**src/rtl/drive_ramp.sv**
```systemverilog
// Drive-level sequencer: ramps a 16-bit gain up/down at a programmable rate
// and scales an I/Q setpoint pair into the interleaved SSB drive word.
module drive_ramp #(
    parameter int GW = 16
) (
    input  logic                 clk,
    input  logic                 rst,
    input  logic [1:0]           div_state,
    input  logic signed [17:0]   setp_i,
    input  logic signed [17:0]   setp_q,
    input  logic [GW-1:0]        ramp_step,
    input  logic                 rf_on,
    input  logic                 kill,
    output logic signed [17:0]   drive,
    output logic                 enable,
    output logic [1:0]           state,
    output logic [GW-1:0]        gain
);

    localparam int PW = 18 + GW + 1;
    localparam logic [GW-1:0] GMAX = '1;

    typedef enum logic [1:0] {
        IDLE = 2'd0,
        UP   = 2'd1,
        FLAT = 2'd2,
        DOWN = 2'd3
    } state_t;

    state_t               state_q, state_d;
    logic [GW-1:0]        gain_q, gain_d;
    logic                 enable_q, enable_d;
    logic signed [17:0]   setpq_q;
    logic signed [17:0]   drive_q;
    logic signed [17:0]   prod_q;

    logic                 boundary;
    logic [GW:0]          up_sum;
    logic                 up_sat;
    logic                 dn_zero;
    state_t               up_state, dn_state;
    logic [GW-1:0]        up_gain, dn_gain;

    assign boundary = div_state[0];

    // Saturating step results, shared by every state that moves the gain.
    assign up_sum   = {1'b0, gain_q} + {1'b0, ramp_step};
    assign up_sat   = up_sum >= {1'b0, GMAX};
    assign up_state = up_sat ? FLAT : UP;
    assign up_gain  = up_sat ? GMAX : up_sum[GW-1:0];
    assign dn_zero  = ramp_step >= gain_q;
    assign dn_state = dn_zero ? IDLE : DOWN;
    assign dn_gain  = dn_zero ? '0 : gain_q - ramp_step;

    always_ff @(posedge clk or posedge rst) begin
        if (rst) begin
            state_q  <= IDLE;
            gain_q   <= '0;
            enable_q <= 1'b0;
        end else begin
            state_q  <= state_d;
            gain_q   <= gain_d;
            enable_q <= enable_d;
        end
    end

    // Kill overrides everything and is honoured on any cycle.
    always_comb begin
        state_d = state_q;
        gain_d  = gain_q;
        if (kill) begin
            state_d = IDLE;
            gain_d  = '0;
        end else if (boundary) begin
            case (state_q)
                IDLE: begin
                    if (rf_on) begin
                        state_d = up_state;
                        gain_d  = up_gain;
                    end else begin
                        gain_d = '0;
                    end
                end
                UP: begin
                    if (!rf_on) begin
                        state_d = DOWN;
                    end else begin
                        state_d = up_state;
                        gain_d  = up_gain;
                    end
                end
                FLAT: begin
                    if (!rf_on) begin
                        state_d = dn_state;
                        gain_d  = dn_gain;
                    end else begin
                        gain_d = GMAX;
                    end
                end
                DOWN: begin
                    if (rf_on) begin
                        state_d = UP;
                    end else begin
                        state_d = dn_state;
                        gain_d  = dn_gain;
                    end
                end
                default: begin
                    state_d = IDLE;
                    gain_d  = '0;
                end
            endcase
        end
    end

    always_comb begin
        enable_d = (state_d != IDLE);
    end

    assign state  = state_q;
    assign gain   = gain_q;
    assign enable = enable_q;

    logic signed [17:0]   comp;
    logic signed [PW-1:0] comp_x, gain_x, prod_d;
    logic                 unused_bits;

    // I comes straight from the boundary-cycle input; Q from the copy taken
    // on that same edge, so both halves belong to one sampled pair.
    assign comp   = boundary ? setp_i : setpq_q;
    assign comp_x = PW'(comp);
    assign gain_x = PW'($signed({1'b0, gain_q}));
    assign prod_d = comp_x * gain_x;
    assign unused_bits = ^{prod_d[PW-1:GW+18], prod_d[GW-1:0], div_state[1]};

    always_ff @(posedge clk or posedge rst) begin
        if (rst) begin
            setpq_q <= '0;
            prod_q  <= '0;
            drive_q <= '0;
        end else begin
            if (boundary) begin
                setpq_q <= setp_q;
            end
            prod_q  <= prod_d[GW+17:GW];
            drive_q <= prod_q;
        end
    end

    assign drive = drive_q;

endmodule

```
**config.mk**
```make
export PLATFORM = sky130hd
export DESIGN_NAME = drive_ramp
export DESIGN_NICKNAME = d
export VERILOG_FILES = /design/src/rtl/drive_ramp.sv
export SDC_FILE = /design/constraint.sdc
export NUM_CORES = 1
export LEC_CHECK = 0
export ABC_AREA = 1
export BUFFER_PORTS_ARGS = -buffer_cell sky130_fd_sc_hd__buf_2
export CELL_PAD_IN_SITES_DETAIL_PLACEMENT = 1
export CELL_PAD_IN_SITES_GLOBAL_PLACEMENT = 1
export CORE_MARGIN = 1
export CORE_UTILIZATION = 40
export DETAILED_ROUTE_END_ITERATION = 8
export PLACE_DENSITY = 0.77
export SETUP_SLACK_MARGIN = 0.3
export SLEW_MARGIN = 20
export SYNTH_ARGS = -nofsm -noshare
export SYNTH_HDL_FRONTEND = slang
export SYNTH_SLANG_ARGS = --single-unit
export TNS_END_PERCENT = 50
```
**constraint.sdc**
```tcl
create_clock -name clk -period 6.4 [get_ports clk]
set_input_delay 0.32 -clock clk [delete_from_list [all_inputs] [get_ports clk]]
set_output_delay 0.32 -clock clk [all_outputs]
set_load 0.05 [all_outputs]
```
==> results.py <==
metrics = {
    "floorplanning": {
        "die_w_um": 198,
        "die_area_um2": 39200,
        "ios": 95,
        "die_h_um": 198,
        "start_util_pct": 40.7,
        "row_count": 71,
        "coreArea_um2": 37800,
    },
    "clock_tree": {
        "numCtsBuffers": 9,
        "htree_num_levels": 3,
        "ctsLongestPathBuffers": 2,
        "cts_tree": "built",
        "clk_pin_slew_ps": 60,
        "root_buffer": "clkbuf_16",
        "clkSinkCount": 73,
        "clk_latency_ps": 360,
    },
    "layout": {
        "fillers": 4711,
        "area_growth_pct": 14.1,
        "multiInputGateArea_um2": 11500,
        "n_antenna_cell": 0,
        "layout.nets": 2571,
        "layout-drive-gt1-share_pct": 14.6,
        "final_area_um2": 17500,
        "regArea_um2": 1830,
        "fin_util_pct": 46.4,
    },
    "yosys": {
        "synth_area_um2": 15400,
        "synthDistinctLibCells": 45,
        "ys_seq_elements": 73,
        "synthArstFlopShare_pct": 100,
        "yosysMostFrequentCell": "inv_1",
        "ys_seq_area_share_pct": 11.9,
        "yosys.area.top_type": "fa_1",
        "syn_nets": 2416,
        "ys_top_cells_by_area": "fa_1 38%, dfrtp_1 12%, inv_1 12%, nand2_1 11%, ha_1 9.4%",
        "synth_area_per_cell_um2": 7.86,
        "ys_top_cells_by_count": "475 x inv_1, 443 x nand2_1, 288 x fa_1, 184 x nor2_1, 116 x ha_1",
        "synthCells": 1954,
        "synth_edf_count": 0,
        "synthFlopType": "dfrtp_1",
        "yosysWarnings": 0,
        "synth_top_area_share_pct": 37.5,
    },
    "sta": {
        "timing.hold.ws_ps": 163,
        "tightest_slew_ps": 961,
        "fmax_mhz": 168,
        "hold_viol_final": 0,
        "slew_violations": 0,
        "finalSetupViolations": 0,
        "period_share_pct": 92.9,
        "slew_headroom_pct": 35.9,
        "min_period_ps": 5950,
        "finalClockSkew_ps": 11.0,
        "rsz0062_at_grt": "true",
    },
    "grt": {
        "grt_usage_pct": 25.9,
        "grt_start_max_net_pins": 70,
        "antenna_found_initial": 0,
        "grt_pass1_wl_mm": 77.6,
        "grt_pass1_vias": 14932,
        "overflow": 0,
    },
    "route": {
        "route.top_layer_used": "met4",
        "met3_length_mm": 1.60,
        "vias_per_cell": 5.04,
        "met1Wirelength_mm": 19.6,
        "via_count": 13236,
        "firstDrtPassIters": 5,
        "dr_wl_met2_mm": 24.9,
        "routedWlPerCell_um": 18.2,
        "drc_errors": 0,
        "drt_iter0_markers": 695,
        "wirelength_mm": 47.7,
        "antenna_left": 0,
    },
    "placed_design": {
        "placed_area_um2": 17000,
        "gp_congestion": 0.928,
        "port_buffers": 93,
        "dp.final_hpwl_mm": 41.4,
    },
    "hold_path": {
        "hold_path_class": "in2reg",
        "whs_path_depth": 3,
    },
    "run": {
        "maxCapViolations": 0,
    },
    "status": {
        "status": "complete, no violations",
    },
    "setup_path": {
        "cp.arrival_ps": 6220,
        "startpoint_type": "primary input",
        "crit_path_max_fanout": 19,
        "crit_path_end_kind": "flip-flop",
        "critPathKind": "in2reg",
        "reg2reg_depth": 20,
        "cp.required_ps": 6670,
    },
    "power_and_ir_drop": {
        "power.density_nw_per_um2": 305,
        "p_leak_nw": 9.50,
        "ir_drop_mv": 0.253,
        "finalPower_mw": 5.35,
    },
}
[flip-flops by register name, summed over array words and instances (netlist names)]
| name | cells |
|---|---|
| gain | 16 |
| drive | 18 |
| setpq_q | 18 |
| prod_q | 18 |
| enable | 1 |
| state | 2 |
[critical path, cell delays in order]
cell and delay, ps:
buf_2 120, clkinv_1 110, buf_12 170, nand2_1 80, nand2_1 210, inv_2 160
buf_4 140, nor2_1 50, fa_1 550, inv_1 60, fa_1 460, fa_1 510
inv_1 50, fa_1 550, fa_1 520, inv_1 50, fa_1 490, inv_1 40
ha_1 320, a21oi_1 170, inv_1 90, a21oi_1 180, inv_1 110, a21oi_1 170
o21ai_1 70, a21oi_1 220, xor2_1 180
[layer usage]
layer	vias up	GRT usage, %
li1	6021	-
met1	6855	31.4
met2	276	47.4
met3	84	2.50
met4	0	9.36
met5	-	0
[cell usage in the layout (no fill, tap or decap), types with 6 or more instances in the layout]
master	n
fa_1	285
buf_4	96
nor3_1	14
clkinvlp_4	6
nor2_2	14
clkbuf_16	9
nand2_2	22
nand4_1	10
nor2_1	174
o21bai_1	10
a21oi_1	50
o21ai_1	14
o21ai_0	48
nand3_1	43
buf_2	93
inv_2	21
dfrtp_1	68
inv_1	461
clkinv_1	7
nand2_1	435
a21oi_2	12
xnor2_1	13
xor2_1	27
ha_1	116
[logic make-up after synthesis]
kind of cell / share of synthesized area [%]
xor gates and xnor gates: 2.28
and+or+nand+nor: 19.2
DFF: 11.9
adders and majority gates: 47.0
buffers and inverters: 13.8
AOI/OAI and AO/OA: 5.94
[cell type report]
class                           instances  share of cell area, %
Clock buffer                           10                   1.36
Sequential cell                        73                   10.5
Inverter                              498                   10.8
Tap cell                              511                   3.65
Multi-Input combinational cell       1329                   65.7
Clock inverter                          5                  0.457
Timing Repair Buffer                  198                   7.54
[power breakdown]
part | internal, mW | leakage (nW) | switching, mW
sequential | 0.623 | 0.895 | 0.0662
combinational | 1.50 | 8.46 | 2.61
clock | 0.349 | 0.151 | 0.206
total | 2.47 | 9.50 | 2.88
[per-stage QoR]
step                cells  TNS [ps]  setup WS [ps]
floorplan            1954         0            387
finish               2624         0            453
CTS                  2613         0            307
global route         2624         0            223
detailed placement   2597      -410           -183
global placement     2597         0           64.7
[worst paths after layout]
path,start,endpoint,slack [ps]
min in group asynchronous,rst,drive[12],360
setup reg to reg,gain[2],prod_q[17],460
hold reg to reg,prod_q[6],drive[6],350
setup / recovery,div_state[0],prod_q[17],450
hold / removal,setp_q[1],setpq_q[1],160
max in group asynchronous,rst,gain[2],4840
[what timing repair did]
action,CTS,global route
setup buffers,0,11
gates resized for setup,8,59
hold buffers,1,0
endpoints found under the setup margin,5,13
pin swaps,0,2
hold endpoints to repair,4,0
Note: power is estimated with default switching activity, not from simulation.
